===== src/rtl/bitwise_reduce_unit.sv =====
// Registered bitwise AND/OR/XOR/NAND unit with per-beat PAIR results and
// multi-beat REDUCE folding, valid/ready on both sides.
module bitwise_reduce_unit #(
  parameter int WIDTH = 8,
  parameter int CNT_W = 8
) (
  input  logic             clk,
  input  logic             reset,
  input  logic [1:0]       op,
  input  logic             mode,
  input  logic             in_valid,
  output logic             in_ready,
  input  logic [WIDTH-1:0] a,
  input  logic [WIDTH-1:0] b,
  input  logic             in_last,
  output logic             out_valid,
  input  logic             out_ready,
  output logic [WIDTH-1:0] f,
  output logic [CNT_W-1:0] beats,
  output logic             zero
);

  localparam logic [1:0] OP_AND      = 2'd0;
  localparam logic [1:0] OP_OR       = 2'd1;
  localparam logic [1:0] OP_XOR      = 2'd2;
  localparam logic [1:0] OP_NAND     = 2'd3;
  localparam logic       MODE_PAIR   = 1'b0;
  localparam logic       MODE_REDUCE = 1'b1;
  localparam logic [CNT_W-1:0] CNT_ONE = CNT_W'(1'b1);
  localparam logic [CNT_W-1:0] CNT_MAX = {CNT_W{1'b1}};

  typedef enum logic [0:0] {
    S_IDLE = 1'b0,
    S_ACC  = 1'b1
  } state_t;

  // NAND folds as AND; its inversion is applied only when a result is produced.
  function automatic logic [WIDTH-1:0] fold_op(input logic [1:0] sel,
                                               input logic [WIDTH-1:0] x,
                                               input logic [WIDTH-1:0] y);
    logic [WIDTH-1:0] r;
    case (sel)
      OP_AND:  r = x & y;
      OP_OR:   r = x | y;
      OP_XOR:  r = x ^ y;
      OP_NAND: r = x & y;
      default: r = x & y;
    endcase
    return r;
  endfunction

  function automatic logic [WIDTH-1:0] finish_op(input logic [1:0] sel,
                                                 input logic [WIDTH-1:0] x);
    return (sel == OP_NAND) ? ~x : x;
  endfunction

  function automatic logic [CNT_W-1:0] sat_inc(input logic [CNT_W-1:0] c);
    return (c == CNT_MAX) ? c : c + CNT_ONE;
  endfunction

  state_t           state_q, state_d;
  logic [WIDTH-1:0] acc_q, acc_d;
  logic [CNT_W-1:0] cnt_q, cnt_d;
  logic [1:0]       op_q, op_d;
  logic             mode_q, mode_d;
  logic             out_valid_q, out_valid_d;
  logic [WIDTH-1:0] f_q, f_d;
  logic [CNT_W-1:0] beats_q, beats_d;
  logic             zero_q, zero_d;

  logic             accept_s;
  logic             load_s;
  logic [WIDTH-1:0] result_s;
  logic [CNT_W-1:0] result_beats_s;
  logic [WIDTH-1:0] fold_s;

  assign in_ready  = ~out_valid_q | out_ready;
  assign accept_s  = in_valid & in_ready;
  assign fold_s    = fold_op(op_q, acc_q, a);
  assign out_valid = out_valid_q;
  assign f         = f_q;
  assign beats     = beats_q;
  assign zero      = zero_q;

  // Burst state machine: decides what an accepted beat does and whether it yields a result.
  always_comb begin
    state_d        = state_q;
    acc_d          = acc_q;
    cnt_d          = cnt_q;
    op_d           = op_q;
    mode_d         = mode_q;
    load_s         = 1'b0;
    result_s       = f_q;
    result_beats_s = beats_q;
    case (state_q)
      S_IDLE: begin
        if (accept_s) begin
          op_d   = op;
          mode_d = mode;
          if (mode == MODE_PAIR) begin
            load_s         = 1'b1;
            result_s       = finish_op(op, fold_op(op, a, b));
            result_beats_s = CNT_ONE;
          end else if (in_last) begin
            load_s         = 1'b1;
            result_s       = finish_op(op, a);
            result_beats_s = CNT_ONE;
          end else begin
            acc_d   = a;
            cnt_d   = CNT_ONE;
            state_d = S_ACC;
          end
        end else begin
          state_d = S_IDLE;
        end
      end
      S_ACC: begin
        // op/mode inputs are ignored here; the values latched at burst start rule.
        if (mode_q != MODE_REDUCE) begin
          state_d = S_IDLE;
        end else if (accept_s) begin
          if (in_last) begin
            load_s         = 1'b1;
            result_s       = finish_op(op_q, fold_s);
            result_beats_s = sat_inc(cnt_q);
            state_d        = S_IDLE;
          end else begin
            acc_d   = fold_s;
            cnt_d   = sat_inc(cnt_q);
            state_d = S_ACC;
          end
        end else begin
          state_d = S_ACC;
        end
      end
      default: begin
        state_d = S_IDLE;
      end
    endcase
  end

  // Output stage: a new result overrides consumption, so back-to-back results keep out_valid high.
  always_comb begin
    out_valid_d = out_valid_q & ~out_ready;
    f_d         = f_q;
    beats_d     = beats_q;
    zero_d      = zero_q;
    if (load_s) begin
      out_valid_d = 1'b1;
      f_d         = result_s;
      beats_d     = result_beats_s;
      zero_d      = (result_s == {WIDTH{1'b0}});
    end else begin
      f_d = f_q;
    end
  end

  // State and output registers with synchronous reset.
  always_ff @(posedge clk) begin
    if (reset) begin
      state_q     <= S_IDLE;
      acc_q       <= {WIDTH{1'b0}};
      cnt_q       <= {CNT_W{1'b0}};
      op_q        <= 2'd0;
      mode_q      <= 1'b0;
      out_valid_q <= 1'b0;
      f_q         <= {WIDTH{1'b0}};
      beats_q     <= {CNT_W{1'b0}};
      zero_q      <= 1'b0;
    end else begin
      state_q     <= state_d;
      acc_q       <= acc_d;
      cnt_q       <= cnt_d;
      op_q        <= op_d;
      mode_q      <= mode_d;
      out_valid_q <= out_valid_d;
      f_q         <= f_d;
      beats_q     <= beats_d;
      zero_q      <= zero_d;
    end
  end

endmodule


===== config.mk =====
export PLATFORM = sky130hd
export DESIGN_NAME = bitwise_reduce_unit
export DESIGN_NICKNAME = d
export VERILOG_FILES = /design/src/rtl/bitwise_reduce_unit.sv
export SDC_FILE = /design/constraint.sdc
export NUM_CORES = 1
export LEC_CHECK = 0
export CAP_MARGIN = 15
export CORE_MARGIN = 4
export CORE_UTILIZATION = 45
export CTS_CLUSTER_DIAMETER = 150
export DETAILED_ROUTE_END_ITERATION = 8
export GPL_ROUTABILITY_DRIVEN = 0
export GPL_TIMING_DRIVEN = 0
export PLACE_DENSITY = 0.64
export SLEW_MARGIN = 0
export SYNTH_ARGS = -nofsm -noshare
export SYNTH_HDL_FRONTEND = slang
export SYNTH_SLANG_ARGS = --single-unit

===== constraint.sdc =====
create_clock -name clk -period 3.1 [get_ports clk]
set_input_delay 0.62 -clock clk [delete_from_list [all_inputs] [get_ports clk]]
set_output_delay 0.62 -clock clk [all_outputs]
set_load 0.01 [all_outputs]

==> flow_summary.yaml, run 1 <==
clocking:
  clk_pin_slew_ns: 0.07
  htree_num_levels: 2
  clockBufferDepth: 2
  cts_tree: "yes"
  clkSinkCount: 38
  clk-insertion-delay-late_ns: 0.30
  cts_buffers: 5
  postCtsSetupRepairBufs: 0
  cts_root_buffer: "clkbuf_8"
setup_path:
  cp-start-kind: "primary input"
  cp-end-kind: "register"
  criticalPathCategory: "in -> reg"
  critPathArrivalTime_ns: 3.19
  r2r-end: "zero$_SDFFE_PP0P_"
  worstPathMaxFanout: 8
  cp-startpoint: "op[1]"
  r2r_slack_ns: 0.46
  reg2reg_depth: 10
  critPathMaxStageDelay_ns: 0.53
  cp_cell_sequence: "clkdlybuf4s50_1, ha_1, buf_6, a221oi_2, a21oi_1, or4_4, a21oi_2, o31ai_2, nor4b_2, a41o_1"
  cp_data_required_time_ns: 3.34
  r2r-start: "op_q[0]$_SDFFE_PP0P_"
  critPathSlowestCell: "clkdlybuf4s50_1"
routing:
  firstDrtPassIters: 5
  antenna_left: 0
  drtIter0Drc: 192
  dr_total_vias: 2834
  drc: 0
  viasPerCell: 5.65
  wl_mm: 8.41
  wire_per_inst_um: 16.8
timing:
  tightestPinTransition_ns: 0.762
  min_period_ns: 2.95
  rsz0062_at_grt: "false"
  max_freq_mhz: 338
  drv_slew: 0
  hold_viol: 0
  max_slew_margin: 0.492
  skew_ns: 0.0117
  finalCritPeriodShare: 0.953
  finalSetupViolCount: 0
logic_synthesis:
  ys_ff_latch: 38
  synth_cell_types: 54
  async_flop_share: 0
  syn_nets: 439
  synth_seq_area_share: 0.250
  synthCells: 376
  ys_warn_count: 0
  synthFlopType: "dfxtp_1"
  synth-edff-count: 0
  synth.cell_area_um2: 3040
  synth_area_per_cell_um2: 8.08
layout:
  num_antenna_cells: 0
  final_core_util: 0.564
  syn_to_final_growth_pct: 19.9
  stdcell_count: 502
  postLayoutCellArea_um2: 3640
  fin_nets: 488
  drive_gt1_frac: 0.0682
power:
  irDropWorstVdd_mv: 0.210
  power_density_nw_per_um2: 334
  p_leak_nw: 1.51
  power_w: 0.00122
min_path:
  hp-start: "beats[7]$_SDFFE_PP0P_"
  hold_depth: 2
  hold_path.class: "reg -> reg"
  hold_end: "beats[7]$_SDFFE_PP0P_"
die:
  die_y_um: 90.2
  ios: 43
  die_area_um2: 8130
  rows: 29
  fp.dieW_um: 90.2
  coreArea_um2: 6460
  start_util: 0.471
global_route:
  grt_use_total: 0.212
  grt_pass1_wl_mm: 14.1
  gr-total-overflow: 0
  antenna_found_initial: 0
  grt_max_degree: 12
  grt_pass1_vias: 2829
run_status:
  status: "finished clean"
placed_design:
  place_area_um2: 3560
  port_buffers: 42
  numPlacedInstances: 495
  dp_hpwl_mm: 6.48
job:
  maxCapViolCount: 0
what timing repair did:
item	CTS	global route
hold buffers	0	0
endpoints found under the setup margin	0	1
gates resized for setup	0	4
cells by family (layout without fill, tap and decap cells):
kind of cell | after synthesis | after routing | synth area share
AOI/OAI and AO/OA | 100 | 100 | 0.238
xor gates and xnor gates | 26 | 26 | 0.0749
adders and majority gates | 39 | 39 | 0.161
buffers and inverters | 57 | 106 | 0.0786
DFF | 38 | 38 | 0.250
muxes | 10 | 10 | 0.0329
and+or+nand+nor | 106 | 106 | 0.164
per-stage QoR:
step | hold WS [ns] | setup slack [ns] | TNS [ns]
after detailed placement | 0.454 | -0.205 | -0.205
after CTS | 0.466 | 0.0944 | 0
after global routing | 0.497 | 0.0204 | 0
final | 0.461 | 0.145 | 0
after floorplan | 0.445 | 0.625 | 0
after global placement | 0.452 | -0.185 | -0.185
area by class of cell:
class                      instances  area [µm²]
multi-input combinational        281        2040
fill                             605        2820
buffer                            26         124
inverter                          31         116
sequential                        38         761
clock buffer                       5        68.8
tap                               77        96.3
clock inverter                     2        10.0
timing repair buffer              42         428
cell usage after synthesis (4+ instances only):
cell      number  area (µm²)
o21ai_0        4        20.0
dfxtp_1       38         761
xor2_1        14         123
xnor2_1       12         105
buf_2          5        25.0
o211ai_1       4        30.0
nor3_1        11        55.1
a211oi_1      11        82.6
mux2i_1       10         100
a221oi_1      12         105
clkbuf_1      16        60.1
ha_1          39         488
nand2_1       34         128
nand3_1        5        25.0
a22oi_1        5        37.5
inv_1         30         113
o22ai_1        4        25.0
nand4_1        4        25.0
a21oi_1       34         170
nor2_1        34         128
cell usage in the layout (no fill, tap or decap), drive strengths merged, types with 14 or more instances in the layout:
master / n
nor2: 34
clkdlybuf4s50: 39
ha: 39
a221oi: 15
clkbuf: 22
xor2: 14
inv: 31
dfxtp: 38
nand2: 34
a21oi: 36
worst max-delay path by stage:
stage          cells past startpoint                 to  slack, ns
2_1_floorplan                     10  zero$_SDFFE_PP0P_       0.62
3_3_place_gp                      11  zero$_SDFFE_PP0P_      -0.18
3_5_place_dp                      11  zero$_SDFFE_PP0P_      -0.20
4_1_cts                           11  zero$_SDFFE_PP0P_       0.09
5_1_grt                           10  zero$_SDFFE_PP0P_       0.02
6_report                          10  zero$_SDFFE_PP0P_       0.15
power by group:
| group | total (W) | switching (W) | internal (W) |
|---|---|---|---|
| Combinational | 0.000356 | 0.000196 | 0.000159 |
| Clock | 0.000336 | 0.000185 | 0.000151 |
| Sequential | 0.000526 | 0.0000174 | 0.000509 |
| Total | 0.00122 | 0.000399 | 0.000819 |
registers in the layout, indices dropped and copies added (netlist names):
register and flops:
cnt_q 8, acc_q 8, beats 8, mode_q 1, state_q 1, f 8, zero 1, op_q 2
out_valid 1
layer usage:
metal | global-route usage | wire length (µm) | part of all wire
met5 | 0 | 0 | 0
met4 | 0.0612 | 144 | 0.017
met3 | 0.0317 | 455 | 0.054
met2 | 0.353 | 3880 | 0.46
met1 | 0.283 | 3930 | 0.47
critical path, delay by kind of cell:
kind	cells	cell delay, ns
and+or+nand+nor	2	0.80
adders and majority gates	1	0.26
buffers and inverters	2	0.68
AOI/OAI and AO/OA	5	0.83
(Power assumes the default switching activity.)
==> inputs of run 2 (changes only) <==
- SETUP_SLACK_MARGIN: default -> 0.05
==> run 2 against run 1 <==
Effect of this change:
- clock-buffer cell count stayed put
- core utilization barely moved
- clock skew about the same
- die area is the same
- via count rose by 0.11%
- sequential power about the same
- global-route usage unchanged
- final area barely moved
- total power about the same
- sequential cell count unchanged
- critical endpoint unchanged
- largest power group unchanged
==> flow_summary.yaml, run 2 (synthesis results as in run 1) <==
timing:
  drv_slew: 0
  finalCritPeriodShare: 0.912
  whs_ns: 0.461
  skew_ns: 0.0118
  totalNegativeSetupSlack_ns: 0
  max_freq_mhz: 354
  max_slew_margin: 0.492
  finalSetupViolCount: 0
  rsz0062_at_grt: "false"
  min_period_ns: 2.83
  tightestPinTransition_ns: 0.761
  hold_viol: 0
die:
  ios: 43
  rows: 29
  coreArea_um2: 6460
  start_util: 0.471
  fp.dieW_um: 90.2
  die_y_um: 90.2
  die_area_um2: 8130
job:
  maxCapViolCount: 0
setup_path:
  criticalPathCategory: "in -> reg"
  worstPathMaxFanout: 2
  critPathSlowestCell: "clkdlybuf4s50_1"
  worst-path-buf-inv: 2
  cp_cell_sequence: "clkdlybuf4s50_1, inv_1, ha_1, a221oi_2, nor3_1, o311a_1, a221oi_2, o31ai_2, nor4b_2, a41o_1"
  critPathArrivalTime_ns: 3.07
  cp_data_required_time_ns: 3.34
  cp-end-kind: "register"
  cp-start-kind: "primary input"
  critPathMaxStageDelay_ns: 0.49
  crit_family: "compound AO/OA/AOI/OAI gates"
  cpMostUsedCell: "a221oi_2"
layout:
  postLayoutCellArea_um2: 3650
  nFillCells: 605
  drive_gt1_frac: 0.0682
  final_common_cell: "ha_1"
  syn_to_final_growth_pct: 20.0
  final_core_util: 0.565
  fin_nets: 488
  layout_common_cells: "39 x ha_1, 38 x dfxtp_1, 38 x clkdlybuf4s50_1"
  num_antenna_cells: 0
routing:
  firstDrtPassIters: 5
  drc: 0
  wl_mm: 8.41
  dr_total_vias: 2837
  viasPerCell: 5.65
  wire_per_inst_um: 16.8
  drtIter0Drc: 187
  antenna_left: 0
global_route:
  grt_use_total: 0.212
  grt_pass1_wl_mm: 14.1
  antenna_found_initial: 0
  grt_pass1_vias: 2829
  gr-total-overflow: 0
  grt_max_degree: 12
clocking:
  clkSinkCount: 38
  clk_pin_slew_ns: 0.07
  cts_tree: "yes"
  clk-insertion-delay-late_ns: 0.30
  htree_num_levels: 2
  clockBufferDepth: 2
  postCtsSetupRepairBufs: 0
  cts_buffers: 5
  cts_root_buffer: "clkbuf_8"
power:
  irDropWorstVdd_mv: 0.210
  p_leak_nw: 1.51
  power_density_nw_per_um2: 334
min_path:
  hold_path.class: "reg -> reg"
placed_design:
  dp_hpwl_mm: 6.48
  place_area_um2: 3560
  port_buffers: 42
run_status:
  status: "finished clean"
## run 2: cell types whose count changed in the layout (fill, tap and decap cells not counted)
cell / delta
dlymetal6s2s_1: +1
clkdlybuf4s50_1: -1
## run 2: through the flow
| stage | setup slack (ns) | total power, W | instances |
|---|---|---|---|
| 6_report | 0.273 | 0.00122 | 502 |
| 5_1_grt | 0.137 | 0.00129 | 502 |
| 4_1_cts | 0.0944 | 0.00123 | 502 |
| 3_5_place_dp | -0.205 | 0.000893 | 495 |
| 3_3_place_gp | -0.185 | 0.000884 | 495 |
| 2_1_floorplan | 0.625 | 0.000761 | 376 |
## run 2: layout make-up
cell class                      instances  area, µm²  share of cell area
Clock inverter                          2       10.0             0.00275
Buffer                                 26        124              0.0340
Inverter                               31        116              0.0319
Timing Repair Buffer                   42        430               0.118
Sequential cell                        38        761               0.209
Tap cell                               77       96.3              0.0264
Clock buffer                            5       68.8              0.0189
Multi-Input combinational cell        281       2040               0.559
## run 2: tightest hold or removal path, stage by stage (launching register included)
cell     delay [ns]
dfxtp_1        0.31
nand2_1        0.05
a21oi_1        0.05
## run 2: report_power, final
| part | switching (W) | leakage (nW) | total [W] | internal (W) |
|---|---|---|---|---|
| Combinational | 0.000196 | 1.16 | 0.000355 | 0.000159 |
| Clock | 0.000185 | 0.0438 | 0.000336 | 0.000151 |
| Sequential | 0.0000174 | 0.310 | 0.000526 | 0.000509 |
## run 2: path summary, 6_finish.rpt
path,start,endpoint,slack (ns),cells past startpoint
max reg2reg,op_q[0]$_SDFFE_PP0P_,zero$_SDFFE_PP0P_,0.46,10
min,beats[7]$_SDFFE_PP0P_,beats[7]$_SDFFE_PP0P_,0.46,2
max,b[0],zero$_SDFFE_PP0P_,0.27,10
min reg2reg,beats[7]$_SDFFE_PP0P_,beats[7]$_SDFFE_PP0P_,0.46,2
## run 2: timing repair
action	4_1_cts	5_1_grt
hold buffers	0	0
gates resized for setup	0	5
endpoints found under the setup margin	0	1
## run 2: routing by layer
metal / up-vias / part of all wire / global-route usage
met5: - / 0 / 0
met4: 0 / 0.017 / 0.0612
met3: 12 / 0.054 / 0.0317
met2: 73 / 0.46 / 0.353
met1: 1324 / 0.47 / 0.283
li1: 1428 / - / -
==> inputs of run 3 (changes only) <==
- ABC_AREA: default -> 1
- HOLD_SLACK_MARGIN: default -> 0.05
- PLACE_DENSITY: 0.64 -> 0.63
- RECOVER_POWER: default -> 50
==> run 3 against run 2 <==
Effect of this change:
- register-to-register slack gained 0.37 ns
- setup slack gained 0.063 ns
- first-iteration DRC count shrank 11%
- synthesized cell count grew 34%
- hold slack gained 0.019 ns
- highest routed layer unchanged
- clock skew shrank 0.0049 ns
- clock-buffer cell count grew 1
- routed wire length grew 14%
- critical path depth grew 1
==> flow_summary.yaml, run 3 <==
run_status:
  status: "finished clean"
die:
  rows: 30
  fp.dieW_um: 92.7
  die_area_um2: 8600
  ios: 43
  start_util: 0.470
  die_y_um: 92.7
  coreArea_um2: 6870
timing:
  finalCritPeriodShare: 0.892
  drv_slew: 0
  skew_ns: 0.00688
  min_period_ns: 2.76
  rsz0062_at_grt: "false"
  max_slew_margin: 0.442
  finalSetupViolCount: 0
  max_freq_mhz: 362
  hold_viol: 0
  tightestPinTransition_ns: 0.836
  totalNegativeSetupSlack_ns: 0
clocking:
  clk_pin_slew_ns: 0.08
  cts_tree: "yes"
  clockBufferDepth: 2
  cts_buffers: 5
  cts_root_buffer: "clkbuf_8"
  cts_resized: 0
  ctsHoldBuffers: 0
  htree_num_levels: 2
  clk-insertion-delay-late_ns: 0.30
  postCtsSetupRepairBufs: 0
  clkSinkCount: 38
power:
  power_density_nw_per_um2: 347
  p_leak_nw: 1.78
  power_w: 0.00134
  irDropWorstVdd_mv: 0.306
layout:
  layout_common_cells: "130 x nand2_1, 56 x inv_1, 54 x nand3_1, 52 x a21oi_1, 39 x ha_1"
  drive_gt1_frac: 0.0741
  syn_to_final_growth_pct: 19.2
  fin_nets: 615
  final_common_cell: "nand2_1"
  num_antenna_cells: 0
logic_synthesis:
  synthCells: 503
  ys_warn_count: 0
  yosysTopAreaCellShare: 0.235
  synth.largest_area_cell: "dfxtp_1"
  synth_seq_area_share: 0.235
  synth-edff-count: 0
  yosys-top-cells-area: "dfxtp_1 24%, ha_1 15%, nand2_1 15%"
  ys_ff_latch: 38
  async_flop_share: 0
  synthTopCellsByCount: "130 x nand2_1, 55 x inv_1, 54 x nand3_1, 52 x a21oi_1, 39 x ha_1"
  synthFlopType: "dfxtp_1"
  yosysMostFrequentCell: "nand2_1"
  synth_cell_types: 29
  synth.cell_area_um2: 3230
  synth_area_per_cell_um2: 6.43
  syn_nets: 566
setup_path:
  critPathArrivalTime_ns: 2.99
  r2r-end: "zero$_SDFFE_PP0P_"
  cp-end-kind: "register"
  worstPathMaxFanout: 9
  criticalPathCategory: "in -> reg"
  r2r_slack_ns: 0.83
  cp-start-kind: "primary input"
  cp_data_required_time_ns: 3.33
  reg2reg_depth: 15
  r2r-start: "op_q[0]$_SDFFE_PP0P_"
routing:
  dr_total_vias: 3425
  m1WireLength_mm: 4.39
  wl_met3_um: 700
  wl_mm: 9.59
  wire_per_inst_um: 14.8
  highest_layer: "met4"
  firstDrtPassIters: 4
  drtIter0Drc: 166
  antenna_left: 0
  drc: 0
  viasPerCell: 5.28
  dr_wl_met2_mm: 4.29
global_route:
  grt_max_degree: 13
  grt_use_total: 0.232
  grt_pass1_vias: 3212
  gr-total-overflow: 0
  antenna_found_initial: 0
  grt_pass1_wl_mm: 15.9
min_path:
  hp-start: "zero$_SDFFE_PP0P_"
  hold_depth: 2
  hold_end: "zero$_SDFFE_PP0P_"
  hold_path.class: "reg -> reg"
placed_design:
  dp_hpwl_mm: 7.32
  port_buffers: 42
job:
  maxCapViolCount: 0
## run 3: cell count changes after synthesis, sizes merged, moves of 12 or more
| cell | previous run | this run |
|---|---|---|
| nand2 | 34 | 132 |
| a21oi | 36 | 53 |
| nor2 | 34 | 18 |
| xor2 | 14 | 2 |
| inv | 31 | 66 |
| nor3 | 12 | 0 |
| xnor2 | 12 | 0 |
| o21ai | 4 | 43 |
| a221oi | 15 | 0 |
| nand3 | 5 | 54 |
## run 3: logic make-up after synthesis
family / synth area share
AND/OR/NAND/NOR: 0.292
AO/OA/AOI/OAI: 0.205
buffers and inverters: 0.111
adder cells (fa/ha/maj): 0.151
flip-flops: 0.235
XOR/XNOR: 0.00542
## run 3: how the worst max path moves through the flow
stage | from | to | slack [ns] | depth (start not counted)
CTS | op[0] | zero$_SDFFE_PP0P_ | 0.51 | 14
global placement | op[0] | zero$_SDFFE_PP0P_ | 0.22 | 14
detailed placement | op[0] | zero$_SDFFE_PP0P_ | 0.22 | 14
floorplan | op[0] | zero$_SDFFE_PP0P_ | 1.15 | 15
global route | in_valid | zero$_SDFFE_PP0P_ | 0.16 | 11
finish | in_valid | zero$_SDFFE_PP0P_ | 0.34 | 11
## run 3: area by class of cell
type	count	area (µm²)
Sequential cell	38	761
Multi-Input combinational cell	374	2100
Clock inverter	2	12.5
Clock buffer	6	82.6
Fill cell	728	3020
Inverter	66	248
Tap cell	96	120
Timing Repair Buffer	42	420
Buffer	25	110
## run 3: critical path: stages
cell,delay (ns)
dlygate4sd3_1,0.66
nand2_4,0.14
nor2_8,0.16
inv_1,0.07
o22ai_1,0.63
nand2_1,0.12
nor2_1,0.23
nand2_1,0.08
nor2_1,0.09
nand2_1,0.07
a21oi_2,0.10
## run 3: routing by layer
layer | up-vias | global-route usage
li1 | 1752 | -
met1 | 1533 | 0.318
met4 | 0 | 0.0672
met5 | - | 0
met3 | 19 | 0.0496
met2 | 121 | 0.366
## run 3: stage by stage
step                cell area [µm²]  setup slack, ns  utilization  hold WS, ns  cells
floorplan                      3230             1.15            -        0.492    503
finish                         3850            0.336        0.561        0.480    649
detailed placement             3770            0.216        0.549        0.474    641
global route                   3850            0.159        0.561        0.511    649
CTS                            3870            0.505        0.563        0.485    649
global placement               3770            0.221        0.549        0.466    641
## run 3: where the power goes
group | internal, W | switching [W]
logic | 0.000161 | 0.000256
clock network | 0.000179 | 0.000193
registers | 0.000523 | 0.0000247
total | 0.000862 | 0.000474
